File: config.mk
export PLATFORM = sky130hd
export DESIGN_NAME = network_sequencer_flat
export DESIGN_NICKNAME = d
export VERILOG_FILES = /design/src/rtl/network_sequencer_if.sv /design/src/rtl/network_sequencer.sv /design/src/flat_wrapper.sv
export SDC_FILE = /design/constraint.sdc
export NUM_CORES = 1
export LEC_CHECK = 0
export ABC_AREA = 1
export CAP_MARGIN = 20
export CORE_ASPECT_RATIO = 0.7
export CORE_UTILIZATION = 45
export CTS_BUF_LIST = sky130_fd_sc_hd__clkbuf_16
export DETAILED_ROUTE_END_ITERATION = 6
export DONT_BUFFER_PORTS = 1
export PLACE_DENSITY = 0.59
export SLEW_MARGIN = 20
export SYNTH_ARGS = -nofsm -noshare
export SYNTH_HDL_FRONTEND = slang
export SYNTH_SLANG_ARGS = --single-unit
File: constraint.sdc
create_clock -name clk -period 4 [get_ports clk]
set_input_delay 0.8 -clock clk [delete_from_list [all_inputs] [get_ports clk]]
set_output_delay 0.8 -clock clk [all_outputs]
set_load 0.03 [all_outputs]
File: src/rtl/network_sequencer_if.sv
// Handshake and status bundle between the network sequencer and its controller/consumer.
interface network_sequencer_if #(
  parameter int unsigned CYC_W = 24
);
  logic             run;
  logic             abort;
  logic             stage_valid;
  logic             out_ack;
  logic [3:0]       cs;
  logic             stage_load;
  logic             stage_start;
  logic             buf_load;
  logic             valid;
  logic             busy;
  logic             err;
  logic [15:0]      frame_cnt;
  logic [CYC_W-1:0] cycle_cnt;

  modport master (
    output run, abort, stage_valid, out_ack,
    input  cs, stage_load, stage_start, buf_load, valid, busy, err,
           frame_cnt, cycle_cnt
  );

  modport slave (
    input  run, abort, stage_valid, out_ack,
    output cs, stage_load, stage_start, buf_load, valid, busy, err,
           frame_cnt, cycle_cnt
  );
endinterface

File: src/rtl/network_sequencer.sv
// Schedule controller for the cube-classification network: walks the shared
// datapath through buffering, four conv passes, affine, ELU and compare, then
// holds the result until acknowledged.
// Optional feature: define NETWORK_SEQ_TIMEOUT_EN to add a per-stage watchdog.
module network_sequencer #(
  parameter int unsigned BUF_CYCLES = 1,
  parameter int unsigned TIMEOUT    = 4096,
  parameter int unsigned CYC_W      = 24
) (
  input logic               clk,
  input logic               rst,
  network_sequencer_if.slave bus
);

  typedef enum logic [3:0] {
    LIDLE  = 4'd0,
    BUFFER = 4'd1,
    LAYER0 = 4'd2,
    LAYER1 = 4'd3,
    LAYER2 = 4'd4,
    LAYER3 = 4'd5,
    AFFINE = 4'd6,
    ELU    = 4'd7,
    COMP   = 4'd8,
    LFIN   = 4'd9
  } state_t;

  // Reject out-of-range parameters at elaboration
  if (BUF_CYCLES < 1 || BUF_CYCLES > 255 || TIMEOUT < 2 || CYC_W < 1) begin : g_bad_param
    $error("network_sequencer: parameter out of range");
  end

  state_t           state, state_nx;
  logic             accept_run, frame_done;
  logic             stage_start_nx, qual_valid, counting;
  logic [7:0]       buf_cnt;
  logic             stage_start_q, stage_load_q, buf_load_q, valid_q, busy_q;
  logic [15:0]      frame_cnt_q;
  logic [CYC_W-1:0] cycle_cnt_q;

  function automatic logic is_compute(input state_t s);
    return (s >= LAYER0) && (s <= COMP);
  endfunction

  // A valid on the entry cycle is stale from the previous pass and is masked
  assign qual_valid     = bus.stage_valid && !stage_start_q;
  assign stage_start_nx = is_compute(state_nx) && (state_nx != state);
  assign counting       = (state >= BUFFER) && (state <= COMP);

`ifdef NETWORK_SEQ_TIMEOUT_EN
  localparam int unsigned WD_W = $clog2(TIMEOUT);

  logic [WD_W-1:0] wd_cnt;
  logic            wd_hit, wd_expire, err_q;

  assign wd_hit = (wd_cnt == WD_W'(TIMEOUT - 1));

  // Per-stage watchdog, restarted on every compute-state entry
  always_ff @(posedge clk or posedge rst) begin
    if (rst)                 wd_cnt <= '0;
    else if (stage_start_nx) wd_cnt <= '0;
    else if (stage_load_q)   wd_cnt <= wd_cnt + WD_W'(1);
  end

  // Sticky error, cleared when a new frame is accepted
  always_ff @(posedge clk or posedge rst) begin
    if (rst)             err_q <= 1'b0;
    else if (accept_run) err_q <= 1'b0;
    else if (wd_expire)  err_q <= 1'b1;
  end

  assign bus.err = err_q;
`else
  assign bus.err = 1'b0;
`endif

  // State register
  always_ff @(posedge clk or posedge rst) begin
    if (rst) state <= LIDLE;
    else     state <= state_nx;
  end

  // Next-state logic; abort overrides every other event
  always_comb begin
    state_nx   = state;
    accept_run = 1'b0;
    frame_done = 1'b0;
`ifdef NETWORK_SEQ_TIMEOUT_EN
    wd_expire  = 1'b0;
`endif
    case (state)
      LIDLE: begin
        if (bus.run) begin
          state_nx   = BUFFER;
          accept_run = 1'b1;
        end
      end
      BUFFER: begin
        if (buf_cnt == 8'(BUF_CYCLES - 1)) state_nx = LAYER0;
      end
      LAYER0, LAYER1, LAYER2, LAYER3, AFFINE, ELU, COMP: begin
        if (qual_valid) state_nx = state_t'(4'(state) + 4'd1);
`ifdef NETWORK_SEQ_TIMEOUT_EN
        else if (wd_hit) begin
          state_nx  = LIDLE;
          wd_expire = 1'b1;
        end
`endif
      end
      LFIN: begin
        if (bus.out_ack) begin
          frame_done = 1'b1;
          if (bus.run) begin
            state_nx   = BUFFER;
            accept_run = 1'b1;
          end else begin
            state_nx = LIDLE;
          end
        end
      end
      default: state_nx = LIDLE;
    endcase
    if (bus.abort) begin
      state_nx   = LIDLE;
      accept_run = 1'b0;
      frame_done = 1'b0;
`ifdef NETWORK_SEQ_TIMEOUT_EN
      wd_expire  = 1'b0;
`endif
    end
  end

  // Cycles spent in BUFFER so far
  always_ff @(posedge clk or posedge rst) begin
    if (rst)                  buf_cnt <= '0;
    else if (state == BUFFER) buf_cnt <= buf_cnt + 8'd1;
    else                      buf_cnt <= '0;
  end

  // Registered decode of the next state
  always_ff @(posedge clk or posedge rst) begin
    if (rst) begin
      stage_start_q <= 1'b0;
      stage_load_q  <= 1'b0;
      buf_load_q    <= 1'b0;
      valid_q       <= 1'b0;
      busy_q        <= 1'b0;
    end else begin
      stage_start_q <= stage_start_nx;
      stage_load_q  <= is_compute(state_nx);
      buf_load_q    <= (state_nx == BUFFER);
      valid_q       <= (state_nx == LFIN);
      busy_q        <= (state_nx != LIDLE);
    end
  end

  // Completed-frame counter, wraps naturally
  always_ff @(posedge clk or posedge rst) begin
    if (rst)             frame_cnt_q <= '0;
    else if (frame_done) frame_cnt_q <= frame_cnt_q + 16'd1;
  end

  // Frame cycle counter, saturating, frozen outside BUFFER..COMP
  always_ff @(posedge clk or posedge rst) begin
    if (rst)                                     cycle_cnt_q <= '0;
    else if (accept_run)                         cycle_cnt_q <= '0;
    else if (counting && (cycle_cnt_q != '1))    cycle_cnt_q <= cycle_cnt_q + CYC_W'(1);
  end

  assign bus.cs          = 4'(state);
  assign bus.stage_start = stage_start_q;
  assign bus.stage_load  = stage_load_q;
  assign bus.buf_load    = buf_load_q;
  assign bus.valid       = valid_q;
  assign bus.busy        = busy_q;
  assign bus.frame_cnt   = frame_cnt_q;
  assign bus.cycle_cnt   = cycle_cnt_q;

endmodule

File: src/flat_wrapper.sv
// flat-port wrapper written by rule: the top's interface ports become plain ports
module network_sequencer_flat 
#(
  parameter int unsigned BUF_CYCLES = 1,
  parameter int unsigned TIMEOUT    = 4096,
  parameter int unsigned CYC_W      = 24
)
  (clk, rst, bus_run, bus_abort, bus_stage_valid, bus_out_ack, bus_cs, bus_stage_load, bus_stage_start, bus_buf_load, bus_valid, bus_busy, bus_err, bus_frame_cnt, bus_cycle_cnt);
  network_sequencer_if #(.CYC_W(CYC_W)) bus_i ();
  input logic clk;
  input logic rst;
  input wire logic [$bits(bus_i.run)-1:0] bus_run;
  input wire logic [$bits(bus_i.abort)-1:0] bus_abort;
  input wire logic [$bits(bus_i.stage_valid)-1:0] bus_stage_valid;
  input wire logic [$bits(bus_i.out_ack)-1:0] bus_out_ack;
  output wire logic [$bits(bus_i.cs)-1:0] bus_cs;
  output wire logic [$bits(bus_i.stage_load)-1:0] bus_stage_load;
  output wire logic [$bits(bus_i.stage_start)-1:0] bus_stage_start;
  output wire logic [$bits(bus_i.buf_load)-1:0] bus_buf_load;
  output wire logic [$bits(bus_i.valid)-1:0] bus_valid;
  output wire logic [$bits(bus_i.busy)-1:0] bus_busy;
  output wire logic [$bits(bus_i.err)-1:0] bus_err;
  output wire logic [$bits(bus_i.frame_cnt)-1:0] bus_frame_cnt;
  output wire logic [$bits(bus_i.cycle_cnt)-1:0] bus_cycle_cnt;
  assign bus_i.run = bus_run;
  assign bus_i.abort = bus_abort;
  assign bus_i.stage_valid = bus_stage_valid;
  assign bus_i.out_ack = bus_out_ack;
  assign bus_cs = bus_i.cs;
  assign bus_stage_load = bus_i.stage_load;
  assign bus_stage_start = bus_i.stage_start;
  assign bus_buf_load = bus_i.buf_load;
  assign bus_valid = bus_i.valid;
  assign bus_busy = bus_i.busy;
  assign bus_err = bus_i.err;
  assign bus_frame_cnt = bus_i.frame_cnt;
  assign bus_cycle_cnt = bus_i.cycle_cnt;
  network_sequencer #(.BUF_CYCLES(BUF_CYCLES), .TIMEOUT(TIMEOUT), .CYC_W(CYC_W)) u_core (.clk(clk), .rst(rst), .bus(bus_i));
endmodule
==> impl_metrics.env <==
export IMPL_yosysSeqAreaShare_pct=42.6
export IMPL_yosys_area_share_simple_pct=32.1
export IMPL_cts_hold_buf=0
export IMPL_max_slew_margin_rel_pct=50.9
export IMPL_cp_required_ps=4210
export IMPL_internal_power_mw=1.23
export IMPL_path_class="flip-flop to flip-flop"
export IMPL_crit_path_frequent_cell="nand2_1"
export IMPL_async_reset_ff_share_pct=100
export IMPL_root_buffer="clkbuf_16"
export IMPL_p_sw_mw=0.585
export IMPL_drtIter0Drc=184
export IMPL_first_pass_iters=5
export IMPL_cts_tree="built"
export IMPL_numPortBuffers=0
export IMPL_synth_cells=432
export IMPL_synth_flop_cell="dfrtp_1"
export IMPL_post_cts_repair_setup_buffers=0
export IMPL_dieWidth_um=105
export IMPL_row_count=25
export IMPL_htree_levels=3
export IMPL_synth_edff_count=0
export IMPL_synth_top_area_cell="dfrtp_1"
export IMPL_initial_core_util_pct=48.0
export IMPL_worst_pin_slew_ps=735
export IMPL_slowest_stage="dfrtp_1"
export IMPL_max_stage_delay_ps=630
export IMPL_antenna_found_initial=0
export IMPL_yosysWarnings=0
export IMPL_synth_area_um2=3350
export IMPL_synth_area_leaders="dfrtp_1 (43%), nand2_1 (12%), nor2_1 (5.9%), inv_1 (5.7%), nand3_1 (4.9%)"
export IMPL_final_antenna_net_count=0
export IMPL_grt_total_usage_pct=22.4
export IMPL_multi_input_area_um2=1670
export IMPL_clk_path_buf_depth=2
export IMPL_final_core_util_pct=53.7
export IMPL_skew_ps=6.45
export IMPL_drive_gt1_share_pct=7.67
export IMPL_grt_max_degree=35
export IMPL_cts_buffers=9
export IMPL_drc_errors=0
export IMPL_synth_xor_area_share_pct=7.84
export IMPL_layout_nets=453
export IMPL_crit_fanout=14
export IMPL_cts_resized=0
export IMPL_worstPathArrival_ps=2920
export IMPL_avgRoutedWirePerCell_um=14.9
export IMPL_hold_viol=0
export IMPL_grt_pass1_vias=2592
export IMPL_vias_per_cell=5.27
export IMPL_fp_coreArea_um2=6980
export IMPL_power_share_clock_pct=44.1
export IMPL_critPathLaunchType="flip-flop"
export IMPL_die_area_um2=7800
export IMPL_placed_area_um2=3440
export IMPL_setup_viol=0
export IMPL_synth_top_family_by_area="simple AND/OR/NAND/NOR gates"
export IMPL_cts_sinks=57
export IMPL_outcome="finished, final reports clean"
export IMPL_fin_tns_setup_ps=0
export IMPL_min_period_ps=2710
export IMPL_timing_fmax_mhz=369
export IMPL_ir_drop_v=0.000326
export IMPL_avgSynthCellArea_um2=7.76
export IMPL_synth_compound_area_share_pct=6.35
export IMPL_p_per_area_nw_per_um2=484
export IMPL_grt_pass1_wl_um=13200
export IMPL_synth_cell_types=33
export IMPL_clk_pin_slew_worst_paths_ps=50
export IMPL_antenna_cells=0
export IMPL_grt_remaining_overflow=0
export IMPL_yosysTopAreaCellShare_pct=42.6
export IMPL_dp_hpwl_um=5970
export IMPL_stdcell_area_um2=3750
export IMPL_placed_cells=521
export IMPL_synth_seq_cells=57
export IMPL_dr_total_vias=2832
export IMPL_hold_path_class="flip-flop to flip-flop"
export IMPL_sequentialPowerShare_pct=40.3
export IMPL_io_pins=56
export IMPL_finalCritPeriodShare_pct=67.7
export IMPL_p_leak_nw=1.81
export IMPL_yosys_area_share_adder_pct=3.36
export IMPL_clkLatencyLatePin_ps=320
export IMPL_crit_chain="inv_1, ha_1, nand2_1, o21ai_1, nand3_1, inv_2, nor2_8, inv_2, nand2_1, nand2_1"
export IMPL_synth_nets=447
export IMPL_fillers=691
export IMPL_rsz0062_at_grt="no"
export IMPL_gp_congestion=0.923
export IMPL_synth_commonest_cells="nand2_1 (106), dfrtp_1 (57), nor2_1 (53)"
export IMPL_layoutNonFillerInstCount=537
export IMPL_area_growth_pct=11.8
export IMPL_swShare_pct=32.3
export IMPL_combPwrFrac_pct=15.5
export IMPL_yosys_mux_area_fraction_pct=0
export IMPL_seq_area_um2=1430
export IMPL_synthMostInstantiatedCell="nand2_1"
export IMPL_cap_violations=0
export IMPL_hold_slack_ps=457
export IMPL_end_kind="flip-flop"
export IMPL_die_y_um=74.2
export IMPL_slew_viol_final=0
export IMPL_wl_um=8010
sequential cells by signal, indices dropped and copies added, names as in the netlist:
name / flops
u_core.bus.cycle_cnt: 24
u_core.buf_cnt: 8
u_core.bus.busy: 1
u_core.bus.frame_cnt: 16
u_core.bus.buf_load: 1
u_core.bus.cs: 4
u_core.bus.stage_load: 1
u_core.bus.stage_start: 1
u_core.bus.valid: 1
per-layer routing:
layer / part of all wire, % / track usage, % / vias up
met1: 51 / 31.5 / 1338
li1: - / - / 1399
met4: 1.5 / 8.45 / 0
met3: 6.9 / 6.92 / 13
met5: 0 / 0 / -
met2: 41 / 32.5 / 82
through the flow:
stage	power, mW	setup WS [ps]
after floorplan	0.950	1800
after global placement	1.01	1450
after detailed placement	1.02	1340
after CTS	1.83	1320
after global routing	1.90	1070
final	1.81	1290
cell usage in the layout, fill, tap and decap left out, types with 2 or more instances in the layout:
master	synthesis	layout
nand2_1	106	106
dfrtp_1	57	57
nor2_1	53	53
inv_1	51	51
nand3_1	33	33
nor3_1	16	16
xnor2_1	15	15
xor2_1	15	15
nand4_1	14	14
o21ai_0	13	13
ha_1	9	9
clkbuf_16	0	9
o21ai_1	8	8
o31ai_1	8	8
a21oi_1	7	7
inv_2	4	5
nor2_2	3	3
nor2_4	2	2
clkinv_1	1	2
clkinv_2	0	2
bufinv_16	0	2
layout make-up:
class                           instances  share of cell area (%)
Multi-Input combinational cell        312                    44.5
Sequential cell                        57                    38.1
Clock buffer                            9                    6.01
Inverter                               57                    5.78
Tap cell                               94                    3.14
Clock inverter                          7                    2.30
Timing Repair Buffer                    1                   0.200
worst max-delay path: cells and delay by family, from the launching register on:
kind	cells	cell delay (ps)
compound gates	1	70
flops	1	630
buf+inv	3	660
fa+ha+maj	1	280
simple gates	5	940
power by group through the flow:
stage	combinational, mW	sequential, mW	clock (mW)
2_1_floorplan	0.224	0.726	0
3_3_place_gp	0.274	0.740	0
3_5_place_dp	0.276	0.740	0
4_1_cts	0.279	0.731	0.815
5_1_grt	0.317	0.738	0.843
6_report	0.282	0.731	0.800
logic make-up (layout without fill, tap and decap cells):
kind of cell,after synthesis,after routing
xor+xnor,30,30
simple gates,235,235
other cells,1,1
buf+inv,63,74
compound gates,37,37
flops,57,57
fa+ha+maj,9,9
path summary, 6_finish.rpt:
path / slack (ps) / end / startpoint / cells past startpoint
worst max-delay path: 1290 / u_core.bus.cycle_cnt[18]$_DFFE_PP0P_ / u_core.bus.cs[0]$_DFF_PP0_ / 10
worst min-delay path: 460 / u_core.buf_cnt[0]$_DFF_PP0_ / u_core.buf_cnt[0]$_DFF_PP0_ / 1
worst max register to register: 1290 / u_core.bus.cycle_cnt[18]$_DFFE_PP0P_ / u_core.bus.cs[0]$_DFF_PP0_ / 10
worst min register to register: 460 / u_core.buf_cnt[0]$_DFF_PP0_ / u_core.buf_cnt[0]$_DFF_PP0_ / 1
max in group asynchronous: 2740 / u_core.bus.frame_cnt[1]$_DFFE_PP0P_ / rst / 2
min in group asynchronous: 480 / u_core.bus.stage_start$_DFF_PP0_ / rst / 1
No activity file was read; power rests on OpenSTA's default activity.
